$ cat config.mk
export PLATFORM = sky130hd
export DESIGN_NAME = hazard_stall_ctrl
export DESIGN_NICKNAME = d
export VERILOG_FILES = /design/src/rtl/pipeline_pkg.sv /design/src/rtl/hazard_stall_ctrl_detect.sv /design/src/rtl/hazard_stall_ctrl.sv
export SDC_FILE = /design/constraint.sdc
export NUM_CORES = 1
export LEC_CHECK = 0
export ABC_CLOCK_PERIOD_IN_PS = 4310
export CORE_ASPECT_RATIO = 0.75
export CORE_MARGIN = 1.5
export CORE_UTILIZATION = 40
export CTS_CLUSTER_DIAMETER = 150
export DETAILED_ROUTE_END_ITERATION = 12
export PLACE_DENSITY = 0.72
export SYNTH_ARGS = -nofsm -noshare
export SYNTH_HDL_FRONTEND = slang
export SYNTH_SLANG_ARGS = --single-unit
$ cat constraint.sdc
create_clock -name clk -period 4.31 [get_ports clk]
set_input_delay 0.431 -clock clk [delete_from_list [all_inputs] [get_ports clk]]
set_output_delay 0.431 -clock clk [all_outputs]
set_load 0.05 [all_outputs]
$ cat src/rtl/pipeline_pkg.sv
// Shared pipeline definitions for the hazard sequencer.
// Holds the register-number width, the hardwired zero register,
// the stall FSM state type and a register-match helper.
package pipeline_pkg;

    localparam int REG_W = 5;
    localparam logic [REG_W-1:0] ZERO_REG = '0;

    typedef enum logic {
        RUN  = 1'b0,
        HOLD = 1'b1
    } hazard_state_t;

    // A dependence exists only on a real (nonzero) register number.
    function automatic logic reg_match(input logic [REG_W-1:0] src,
                                       input logic [REG_W-1:0] dst);
        return (src != ZERO_REG) && (src == dst);
    endfunction

endpackage

$ cat src/rtl/hazard_stall_ctrl_detect.sv
// hazard_detect: combinational dependence check for the instruction in ID.
// Produces the number of bubbles needed before the ID instruction may
// proceed (0, 1 or 2). Also used by the ID-stage branch comparator checks.
module hazard_detect
    import pipeline_pkg::*;
(
    input  logic [REG_W-1:0] id_rs,
    input  logic [REG_W-1:0] id_rt,
    input  logic             id_uses_rt,
    input  logic             id_branch,
    input  logic             ex_mem_read,
    input  logic             ex_reg_write,
    input  logic [REG_W-1:0] ex_write_reg,
    input  logic             mem_mem_read,
    input  logic [REG_W-1:0] mem_write_reg,
    output logic [1:0]       bubbles
);

    logic match_ex;
    logic match_mem;
    logic load_use;
    logic branch_alu;
    logic branch_load_ex;
    logic branch_load_mem;

    // Operand matches against the EX and MEM destinations; Rt counts only
    // when the ID instruction actually reads it.
    always_comb begin
        match_ex  = reg_match(id_rs, ex_write_reg) ||
                    (id_uses_rt && reg_match(id_rt, ex_write_reg));
        match_mem = reg_match(id_rs, mem_write_reg) ||
                    (id_uses_rt && reg_match(id_rt, mem_write_reg));
    end

    // Classify the hazard and take the largest bubble requirement.
    always_comb begin
        load_use        = ex_mem_read && match_ex;
        branch_alu      = id_branch && ex_reg_write && !ex_mem_read && match_ex;
        branch_load_ex  = id_branch && ex_mem_read && match_ex;
        branch_load_mem = id_branch && mem_mem_read && match_mem;

        bubbles = 2'd0;
        if (branch_load_ex) begin
            bubbles = 2'd2;
        end else if (load_use || branch_alu || branch_load_mem) begin
            bubbles = 2'd1;
        end
    end

endmodule

$ cat src/rtl/hazard_stall_ctrl.sv
// hazard_stall_ctrl: pipeline hazard sequencer for the 5-stage MIPS core.
// Stalls PC and IF/ID, injects ID/EX bubbles for load-use and branch
// operand hazards, and flushes IF/ID on taken branches.
// Optional feature macro: HAZ_MULDIV_EN (multi-cycle mult/div busy tracking).
module hazard_stall_ctrl
    import pipeline_pkg::*;
#(
    parameter int MULDIV_LAT = 32,
    parameter int CNT_W      = 32
) (
    input  logic             clk,
    input  logic             rst,
    input  logic [REG_W-1:0] ID_Rs,
    input  logic [REG_W-1:0] ID_Rt,
    input  logic             ID_UsesRt,
    input  logic             ID_Branch,
    input  logic             ID_Ex_MemRead,
    input  logic             ID_Ex_Regwrite,
    input  logic [REG_W-1:0] ID_Ex_WriteReg,
    input  logic             EX_MemMemRead,
    input  logic [REG_W-1:0] EX_MemWriteReg,
    input  logic             BranchTaken,
`ifdef HAZ_MULDIV_EN
    input  logic             ID_MulDiv,
    input  logic             ID_ReadsHiLo,
`endif
    output logic             PCWrite,
    output logic             IF_IDWrite,
    output logic             IF_IDFlush,
    output logic             ID_ExFlush,
    output logic [CNT_W-1:0] StallCycles
);

    hazard_state_t state;
    hazard_state_t next_state;
    logic [1:0]    bub_cnt;
    logic [1:0]    next_bub_cnt;
    logic [1:0]    bubbles;
    logic          fsm_stall;
    logic          busy_stall;
    logic          stall_any;

    hazard_detect u_detect (
        .id_rs         (ID_Rs),
        .id_rt         (ID_Rt),
        .id_uses_rt    (ID_UsesRt),
        .id_branch     (ID_Branch),
        .ex_mem_read   (ID_Ex_MemRead),
        .ex_reg_write  (ID_Ex_Regwrite),
        .ex_write_reg  (ID_Ex_WriteReg),
        .mem_mem_read  (EX_MemMemRead),
        .mem_write_reg (EX_MemWriteReg),
        .bubbles       (bubbles)
    );

    // FSM state and extra-bubble counter register.
    always_ff @(posedge clk) begin
        if (rst) begin
            state   <= RUN;
            bub_cnt <= 2'd0;
        end else begin
            state   <= next_state;
            bub_cnt <= next_bub_cnt;
        end
    end

    // RUN evaluates hazards; a 2-bubble hazard parks in HOLD for the extra
    // cycle without re-evaluating, since the producer is still in flight.
    always_comb begin
        next_state   = state;
        next_bub_cnt = bub_cnt;
        fsm_stall    = 1'b0;
        case (state)
            RUN: begin
                if (bubbles != 2'd0) begin
                    fsm_stall = 1'b1;
                    if (bubbles == 2'd2) begin
                        next_bub_cnt = 2'd1;
                        next_state   = HOLD;
                    end
                end
            end
            HOLD: begin
                fsm_stall    = 1'b1;
                next_bub_cnt = bub_cnt - 2'd1;
                if (bub_cnt <= 2'd1) begin
                    next_bub_cnt = 2'd0;
                    next_state   = RUN;
                end
            end
            default: begin
                next_state   = RUN;
                next_bub_cnt = 2'd0;
            end
        endcase
    end

`ifdef HAZ_MULDIV_EN
    localparam int BUSY_W = $clog2(MULDIV_LAT + 1);

    logic [BUSY_W-1:0] busy_cnt;

    // A new mult/div or a HI/LO read must wait while the unit is occupied.
    always_comb begin
        busy_stall = (busy_cnt != '0) && (ID_MulDiv || ID_ReadsHiLo);
    end

    // Occupancy counter: loaded when a mult/div issues, counts down to idle.
    always_ff @(posedge clk) begin
        if (rst) begin
            busy_cnt <= '0;
        end else if (ID_MulDiv && !stall_any) begin
            busy_cnt <= BUSY_W'(MULDIV_LAT);
        end else if (busy_cnt != '0) begin
            busy_cnt <= busy_cnt - BUSY_W'(1);
        end
    end
`else
    // Mult/div is single-cycle here, so it never holds the pipeline.
    always_comb begin
        busy_stall = 1'b0;
    end
`endif

    // Pipeline control; reset forces everything inactive, stall beats flush.
    always_comb begin
        stall_any  = fsm_stall || busy_stall;
        PCWrite    = 1'b1;
        IF_IDWrite = 1'b1;
        IF_IDFlush = 1'b0;
        ID_ExFlush = 1'b0;
        if (!rst) begin
            if (stall_any) begin
                PCWrite    = 1'b0;
                IF_IDWrite = 1'b0;
                ID_ExFlush = 1'b1;
            end else if (BranchTaken) begin
                IF_IDFlush = 1'b1;
            end
        end
    end

    // Saturating count of stall cycles for performance monitoring.
    always_ff @(posedge clk) begin
        if (rst) begin
            StallCycles <= '0;
        end else if (stall_any && (StallCycles != {CNT_W{1'b1}})) begin
            StallCycles <= StallCycles + CNT_W'(1);
        end
    end

endmodule
==> summary.md <==
| Metric | Value |
|---|---|
| Clock power share | `0.387` |
| Setup violations, final | `0` |
| Yosys warns | `0` |
| Remaining global-route overflow | `0` |
| # resized after CTS | `0` |
| Cell Rows | `23` |
| CTS max path bufs | `2` |
| Design area | `0.00297 mm^2` |
| Clock root cell | `clkbuf_8` |
| Clock Skews | `0.00694 ns` |
| Largest net degree at the start of global routing | `28` |
| Power Density | `229 mW/mm^2` |
| Register-to-register path setup slack | `1.60 ns` |
| Vias in the first global route | `1947` |
| Register area share after synthesis | `0.319` |
| Headroom to the max-slew limit | `0.535` |
| Pleak | `0.961 nW` |
| Fin crit period | `3.48 ns` |
| DRC errors left | `0` |
| Critical R2R Capture | `StallCycles[7]$_SDFFE_PP0P_` |
| NetSw | `0.165 mW` |
| Post-CTS Setup Repair Bufs | `0` |
| Cell variety after synth | `42` |
| Critical path startpoint category | `primary input` |
| Core area | `0.00532 mm^2` |
| Syn nets | `296` |
| Reg2Reg Depth | `7` |
| Worst skew pair latency | `0.29 ns` |
| Worst hold endpoint | `bub_cnt[1]$_SDFFE_PP0P_` |
| Die H | `67.2 um` |
| Hold Crit Start | `bub_cnt[1]$_SDFFE_PP0P_` |
| First drt pass iteration count | `4` |
| Area leader, netlist | `dfxtp_1` |
| Layout Nets | `356` |
| Number of buffers added on ports | `63` |
| Die Area | `0.00596 mm^2` |
| Worst slew pin tran | `0.695 ns` |
| Synth top area cells | `dfxtp_1 (32%), xnor2_1 (6.0%), mux2_1 (5.6%)` |
| WS Path Type | `in2out` |
| CP endpoint kind | `primary output` |
| Clk sink count | `35` |
| Final Instance Count excl. Fillers | `403` |
| Vias per inst | `5.34` |
| Routed WL | `5340 um` |
| WHS Path Cells | `2` |
| Power Total | `0.681 mW` |
| Status | `finished clean` |
| Routed Antenna Nets | `0` |
| Vias | `2151` |
| Final WS setup | `0.831 ns` |
| Ports | `64` |
| Pre-CTS setup slack | `0.832 ns` |
| Final Hold Viols | `0` |
| Seq pwr share | `0.478` |
| Clock transition at path regs | `0.07 ns` |
| VDD IR-drop max | `0.137 mV` |
| Initial antenna violation count | `0` |
| Layout overhead on the synthesized area | `35.2%` |
| Fmax | `287 MHz` |
| Hold_buf cts | `0` |
| Max cap viols | `0` |
| ANT cells | `0` |
| Mapped Area | `0.00220 mm^2` |
| Final Wtd Congestion | `0.843` |
| Combinational Power Share | `0.135` |
| Max-slew violation count | `0` |
| Placed Instances | `395` |
| CP max FO | `4` |
| CTS tree | `done` |
| Initial core utilization | `0.413` |
| Pint | `0.516 mW` |
| Hold Path Class | `reg2reg` |
| GRT Util Overall | `0.191` |
| Syn Inst Count | `267` |
| DR iter-0 viols | `140` |
| CTS Buf Count | `5` |
| Die width | `88.6 um` |
| Critical path arrival | `3.05 ns` |
| Synth top area share | `0.319` |
| Avg Inst Size Synth | `8.24 um^2` |
| Crit share post-route | `0.807` |
| Reg-to-Reg Start | `StallCycles[14]$_SDFFE_PP0P_` |
| First-pass GRT wire length | `8910 um` |
| Flops & latches, synth | `35` |
| Number of H-tree levels | `2` |
| Post-DP HPWL | `4010 um` |
| Net Sw Frac | `0.242` |
| Fin Setup TNS | `0 ns` |
| Unrepaired setup endpoints after global routing | `false` |
| Fraction of final layout cells sized beyond drive strength 1 | `0.0671` |
| Critical Path RT | `3.88 ns` |
| Avg WL per Cell | `13.2 um` |
| Crit path from | `ID_Rt[0]` |
| Area after DPL | `0.00287 mm^2` |
[per-stage QoR]
| step | hold WS [ns] | util |
|---|---|---|
| 3_5_place_dp | 0.455 | 0.540 |
| 3_3_place_gp | 0.452 | 0.540 |
| 4_1_cts | 0.464 | 0.559 |
| 6_report | 0.462 | 0.559 |
| 5_1_grt | 0.492 | 0.559 |
| 2_1_floorplan | 0.438 | - |
[logic make-up after synthesis]
| logic type | count (synthesis) | synth area share |
|---|---|---|
| and+or+nand+nor | 135 | 0.349 |
| xor gates and xnor gates | 20 | 0.0796 |
| adders and majority gates | 1 | 0.00569 |
| AOI/OAI and AO/OA | 42 | 0.118 |
| DFF | 35 | 0.319 |
| muxes | 15 | 0.0796 |
| buffers and inverters | 19 | 0.0495 |
[registers in the layout, indices dropped and copies added (netlist names)]
register,count
state,1
bub_cnt,2
StallCycles,32
[area by class of cell]
cell class,count,area [um^2]
fill,510,2350
multi-input combinational,213,1400
sequential,35,701
timing repair buffer,68,668
clock buffer,8,100
tap,75,93.8
inverter,4,15.0
[per-layer routing]
metal,part of all wire,vias up,global-route usage,wire (um)
met5,0,-,0,0
met4,0.0086,0,0.0527,46
met3,0.040,4,0.0391,212
met2,0.44,49,0.294,2320
met1,0.52,996,0.270,2760
li1,-,1102,-,-
[cell usage after synthesis (all sizes together)]
| library cell | n |
|---|---|
| and4 | 2 |
| dfxtp | 35 |
| or3 | 7 |
| o21bai | 1 |
| xnor2 | 15 |
| nor2b | 13 |
| a31oi | 1 |
| inv | 4 |
| o31ai | 13 |
| nand2 | 20 |
| nor2 | 22 |
| nor3 | 10 |
| mux2 | 14 |
| nor4b | 1 |
| ha | 1 |
| nand3 | 11 |
| nand2b | 4 |
| a211oi | 2 |
| and2 | 3 |
| or2 | 1 |
| nand4 | 9 |
| o21ai | 5 |
| nor4 | 9 |
| nor3b | 2 |
| nand3b | 1 |
| mux2i | 1 |
| and3 | 4 |
| a21oi | 19 |
| xor2 | 5 |
| clkbuf | 7 |
| or4 | 15 |
| buf | 8 |
| o21a | 1 |
| and3b | 1 |
[placed cells by master (no fill, tap or decap), types with 3 or more instances in the layout]
cell and count:
clkdlybuf4s50_1 63, dfxtp_1 35, nor2_1 22, nand2_1 20, a21oi_1 19, xnor2_1 15, or4_1 15, nor2b_1 13
o31ai_1 13, nand3_1 11, mux2_1 11, nand4_1 9, nor3_1 8, nor4_1 7, or3_1 7, clkbuf_8 7
xor2_1 5, buf_4 5, inv_1 4, and3_1 4, nand2b_1 4, and2_1 3, o21ai_0 3
[power by group through the flow]
stage                     Sequential (mW)  Combinational [mW]  Clock, mW
after floorplan                     0.335              0.0487          0
after global placement              0.333              0.0907          0
after detailed placement            0.333              0.0920          0
after CTS                           0.326              0.0922      0.269
after global routing                0.326              0.0998      0.282
final                               0.326              0.0917      0.263
[critical path, cell delays in order]
cell and delay, ns:
clkdlybuf4s50_1 0.47, or4_1 0.56, o21ai_2 0.14, nor4_1 0.07
a31oi_1 0.20, o21a_2 0.21, and3b_1 0.17, clkdlybuf4s50_1 0.80
[how the worst max path moves through the flow]
stage                      end  slack, ns  cells past startpoint
floorplan           ID_ExFlush       1.58                      8
global route        IF_IDFlush       0.68                      8
global placement    IF_IDFlush       0.88                      8
detailed placement  IF_IDFlush       0.83                      8
finish              IF_IDFlush       0.83                      8
CTS                 IF_IDFlush       0.82                      8
Note: power is estimated with default switching activity, not from simulation.
==> patch 1 (same flow settings) <==
Change the package constant `ZERO_REG` from '0 to 1.
--- a/src/rtl/pipeline_pkg.sv
+++ b/src/rtl/pipeline_pkg.sv
@@ -4,7 +4,7 @@
 package pipeline_pkg;
 
     localparam int REG_W = 5;
-    localparam logic [REG_W-1:0] ZERO_REG = '0;
+    localparam logic [REG_W-1:0] ZERO_REG = 1;
 
     typedef enum logic {
         RUN  = 1'b0,
Formal check against the unedited RTL: not equivalent (Yosys sat finds a counterexample within 4 cycles, from zero or initial values and one cycle with rst high).
==> patch 1 against the original RTL <==
Area after synthesis down 1.5%; critical path depth up 1; sequential cell count unchanged; first-iteration DRC count up 27%; cell area down 1.5%; wire length down 1.1%; critical path type unchanged; via count up 0.46%; total power up 5.3%; combinational power down 3.3%; worst setup slack worse by 0.040 ns.
==> patch 1: results (changes against the original RTL) <==
CTS
  • Worst-Skew Late Latency: 0.30 ns
  • Post-cts sizing count: 0 (unchanged)
  • Root Driver: clkbuf_8
  • Htree depth: 2 (unchanged)
  • Clock tree buffer depth: 2 (unchanged)
  • Clock slew at reported path FFs: 0.07 ns (about the same)

Routing
  • Met3 wire length: 283 um (+33%)
  • WL per Instance: 13.4 um (+0.90%)
  • TritonRoute pass-1 iters: 4 (unchanged)
  • Iter 0 DRT Violations: 178 (+27%)
  • Via count: 2161 (+0.46%)
  • Wire length on met1: 2.62 mm (-4.8%)
  • Metal2 WL: 2.31 mm (-0.56%)

Setup path
  • Reg-to-reg startpoint: StallCycles[14]
  • Crit path arrival time: 3.09 ns (+0.04 ns)
  • R2R setup slack: 1.52 ns (-0.08 ns)
  • Crit Path Max Fanout: 3 (-1)
  • RR Endpoint: StallCycles[11]
  • Worst reg2reg path depth: 7 (unchanged)

Synthesis
  • Top cells by area, synth: dfxtp_1, mux2_2, o31ai_1, or4_1, xnor2_1
  • Adder-Cell Fraction of Synth Area: 0.578% (+0.0089 points)
  • Register area share after synthesis: 32.4% (+0.50 points)
  • Synth Net Count: 293 (-1.0%)
  • Mux cell area share after synthesis: 7.74% (-0.22 points)
  • Post-synth ARST share: 0% (unchanged)
  • Synth Warn #: 0 (unchanged)
  • Top post-synthesis cells by count: dfxtp_1, nor2_1, a21oi_1
  • Yosys cell types: 41 (-2.4%)
  • Post-Synth XOR/XNOR Area: 8.09% (+0.12 points)
  • Post-synthesis compound-gate area fraction: 12.3% (+0.53 points)

Global routing
  • Vias in the first global route: 1872 (-3.9%)
  • Gr usage total: 19.3% (+0.18 points)
  • First-pass GRT wire length: 8.89 mm (-0.22%)
  • Largest net degree at the start of global routing: 52 (+86%)

Timing
  • WHS: 0.463 ns (+0.00120 ns)
  • Slew at the pin with the worst max-slew slack: 1.02 ns (+0.327 ns)
  • Max Clock Skew: 0.0106 ns (+0.00368 ns)

Cells and area
  • Diodes inserted: 0 (unchanged)
  • # nets final: 351 (-1.4%)
  • Fillers: 467 (-8.4%)
  • Layout cells sized above 1: 9.91% (+3.2 points)
  • Biggest regs: StallCycles (32), bub_cnt (2), state (1)

Outcome
  • Status: finished, final reports clean

Worst hold path
  • Hold path endpoint: bub_cnt[1]
  • HP Class: register to register
  • Hold_sp: bub_cnt[1]
  • Hold path depth: 2 (unchanged)

Place
  • IO buf count: 63 (unchanged)
  • Routability Congestion: 0.854 (+1.3%)
  • HPWL Detailed: 3.83 mm (-4.3%)

Power
  • Leak: 0.000951 uW (-1.1%)
  • Peak supply drop: 0.159 mV (+16%)
-- patch 1: stage by stage --
step | instance area (um2) | util [%] | setup WS, ns | total power, uW | std cells
2_1_floorplan | 2170 | - | 1.50 | 382 | 264
3_3_place_gp | 2820 | 55.9 | 0.878 | 421 | 387
3_5_place_dp | 2820 | 55.9 | 0.776 | 422 | 387
4_1_cts | 2930 | 58.2 | 0.776 | 724 | 395
5_1_grt | 2930 | 58.2 | 0.672 | 744 | 395
6_report | 2930 | 58.2 | 0.790 | 717 | 395
-- patch 1: layout make-up --
cell class	count	area, um2	share of cell area [%]
timing repair buffer	66	646	22.0
sequential	35	701	23.9
clock inverter	3	43.8	1.49
clock buffer	5	68.8	2.35
tap	72	90.1	3.07
inverter	4	15.0	0.512
multi-input combinational	210	1370	46.6
-- patch 1: kinds of logic after synthesis --
logic type	after synthesis
buf+inv	19
compound gates	43
flops	35
simple gates	131
fa+ha+maj	1
xor+xnor	20
mux	15
-- patch 1: how the worst max path moves through the flow --
stage / start / endpoint / slack, ns / depth (start not counted)
2_1_floorplan: ID_Rt[3] / ID_ExFlush / 1.50 / 8
3_3_place_gp: ID_Rt[2] / ID_ExFlush / 0.88 / 9
3_5_place_dp: ID_Rt[2] / ID_ExFlush / 0.78 / 9
4_1_cts: ID_Rt[2] / ID_ExFlush / 0.78 / 9
5_1_grt: ID_Rt[3] / ID_ExFlush / 0.67 / 9
6_report: ID_Rt[2] / ID_ExFlush / 0.79 / 9
-- patch 1: routing by layer --
layer,global-route usage (%),vias up
li1,-,1089
met1,27.2,1004
met2,28.6,62
met3,4.09,6
met4,6.75,0
met5,0,-
-- patch 1: critical path, stage by stage --
cell and delay, ns:
clkdlybuf4s50_1 0.54, or4b_1 0.16, o21ai_1 0.07, nor4_1 0.30
a31oi_1 0.10, o221a_2 0.32, or2_2 0.31, inv_1 0.07
clkdlybuf4s50_1 0.79
-- patch 1: report_power, final --
| group | leakage, uW | internal, uW | switching (uW) |
|---|---|---|---|
| combinational | 0.000611 | 42.8 | 45.9 |
| sequential | 0.000282 | 324 | 1.41 |
| clock | 0.0000581 | 172 | 130 |
==> patch 2 (same flow settings) <==
Without the edit above. The option `HAZ_MULDIV_EN` is turned on by a define.
--- a/src/rtl/hazard_stall_ctrl.sv
+++ b/src/rtl/hazard_stall_ctrl.sv
@@ -2,6 +2,8 @@
 // Stalls PC and IF/ID, injects ID/EX bubbles for load-use and branch
 // operand hazards, and flushes IF/ID on taken branches.
 // Optional feature macro: HAZ_MULDIV_EN (multi-cycle mult/div busy tracking).
+`define HAZ_MULDIV_EN
+
 module hazard_stall_ctrl
     import pipeline_pkg::*;
 #(
Ports: changed (added ID_MulDiv and ID_ReadsHiLo); port bits go from 64 to 66. No check against the original RTL was run, so the function may have changed too.
==> patch 2 against the original RTL <==
Worst setup slack worse by 0.062 ns; cell area increased by 7.3%; fmax decreased by 1.7%; final cell count rose by 6.5%; sequential cell count grew 6; register-to-register slack improved by 0.10 ns; critical path depth is the same; wire length is 11% higher; die area grew 8.5%; area after synthesis rose by 8.8%; via count is 9.2% higher; critical path type unchanged.
Power is not compared: it rests on default switching activity, and its combinational part moved more than twofold at a synthesized area within 25%.
==> patch 2: results (changes against the original RTL) <==
Outcome
  • Status: finished, final reports clean

Synthesis
  • Post-synth ARST share: 0% (unchanged)
  • Synth Net Count: 324 (+9.5%)
  • Post-synthesis compound-gate area fraction: 14.6% (+2.8 points)
  • Register area share after synthesis: 34.3% (+2.4 points)
  • Top cells by area, synth: dfxtp_1, a21oi_1, nand4_1, xnor2_1, xor2_1
  • Yosys cell types: 45 (+7.1%)
  • Top FF cell, synth: dfxtp_1
  • Top post-synthesis cells by count: dfxtp_1, a21oi_1, nand4_1
  • Post-Synth XOR/XNOR Area: 8.42% (+0.45 points)
  • Synth Warn #: 0 (unchanged)
  • Mux cell area share after synthesis: 4.23% (-3.7 points)
  • Adder-Cell Fraction of Synth Area: 1.05% (+0.48 points)

CTS
  • Post-CTS setup repair buffer count: 0 (unchanged)
  • Htree depth: 2 (unchanged)
  • Root Driver: clkbuf_8
  • Clock slew at reported path FFs: 0.08 ns
  • Post-cts sizing count: 0 (unchanged)

Place
  • HPWL Detailed: 4.25 mm (+6.0%)
  • Routability Congestion: 0.903 (+7.1%)
  • Dpl ws: 0.783 ns (-0.0490 ns)
  • IO buf count: 65 (+3.2%)
  • Placement Cell Area: 3060 um2 (+6.4%)

Setup path
  • Crit-path leading delay family: buffers and inverters
  • Crit Path Max Fanout: 3 (-1)
  • Crit path arrival time: 3.11 ns (+0.06 ns)
  • Slowest cell delay on critical path: 0.79 ns
  • CP max-delay cell: clkdlybuf4s50_1

Global routing
  • First-pass GRT wire length: 9.99 mm (+12%)
  • Gr usage total: 18.8% (-0.25 points)
  • Vias in the first global route: 2135 (+9.7%)
  • Largest net degree at the start of global routing: 60 (+110%)

Routing
  • DR vias/cell: 5.48 (+2.6%)
  • Iter 0 DRT Violations: 102 (-27%)
  • Wirelength, routed: 5.91 mm (+11%)
  • Metal2 WL: 2.57 mm (+11%)
  • TritonRoute pass-1 iters: 4 (unchanged)
  • Met3 wire length: 292 um (+38%)
  • Top sig layer: met4
  • Wire length on met1: 3.02 mm (+9.5%)

Cells and area
  • Diodes inserted: 0 (unchanged)
  • Biggest regs: StallCycles (32), busy_cnt (6), bub_cnt (2)
  • Number of flip-flops in the largest register: 32 (unchanged)
  • Layout cells sized above 1: 6.55% (-0.15 points)
  • # nets final: 382 (+7.3%)
  • Top reg by flops: StallCycles

Timing
  • Max Clock Skew: 0.00720 ns (+0.000256 ns)
  • Slew at the pin with the worst max-slew slack: 0.522 ns (-0.174 ns)
## patch 2: changes by cell type after synthesis, moves of 6 or more
cell / before / now
o31ai_1: 13 / 6
or3_1: 7 / 15
nand2_1: 20 / 14
or4_1: 15 / 8
xor2_1: 5 / 11
o21ai_0: 3 / 16
a21oi_1: 19 / 28
nand4_1: 9 / 20
dfxtp_1: 35 / 41
## patch 2: layout make-up
type / instances / area (um2)
Sequential cell: 41 / 821
Multi-Input combinational cell: 229 / 1460
Clock inverter: 3 / 65.1
Inverter: 6 / 22.5
Fill cell: 542 / 2610
Tap cell: 78 / 97.6
Timing Repair Buffer: 67 / 653
Clock buffer: 5 / 68.8
## patch 2: report_power, final
| group | switching [uW] | internal (uW) | total, uW |
|---|---|---|---|
| Clock | 139 | 230 | 369 |
| Combinational | 264 | 155 | 419 |
| Sequential | 27.0 | 409 | 436 |
| Total | 430 | 794 | 1220 |
## patch 2: path summary, 6_finish.rpt
check                           cells after the start      startpoint        endpoint  slack, ns
worst min register to register                      2      bub_cnt[0]      bub_cnt[1]       0.47
worst max-delay path                                8        ID_Rt[1]      ID_ExFlush       0.77
worst max register to register                      7  StallCycles[3]  StallCycles[7]       1.70
worst min-delay path                                2      bub_cnt[0]      bub_cnt[1]       0.47
## patch 2: logic make-up (layout without fill, tap and decap cells)
group,count (synthesis),after routing
adder cells (fa/ha/maj),2,2
flip-flops,41,41
buffers and inverters,22,81
AO/OA/AOI/OAI,61,61
multiplexers,9,9
AND/OR/NAND/NOR,134,134
XOR/XNOR,23,23
## patch 2: per-layer routing
layer	GRT usage, %	vias to the layer above
met5	0	-
li1	-	1196
met1	27.3	1098
met2	28.2	50
met3	4.47	5
met4	4.10	0
## patch 2: worst min-delay path: cells and delay by family, from the launching register on
kind,cells,cell delay (ns)
AOI/OAI and AO/OA,1,0.06
DFF,1,0.32
and+or+nand+nor,1,0.05
## patch 2: per-stage QoR
stage               hold WS, ns  cells
floorplan                 0.438    292
global placement          0.453    421
detailed placement        0.460    421
CTS                       0.467    429
global route              0.496    429
finish                    0.469    429
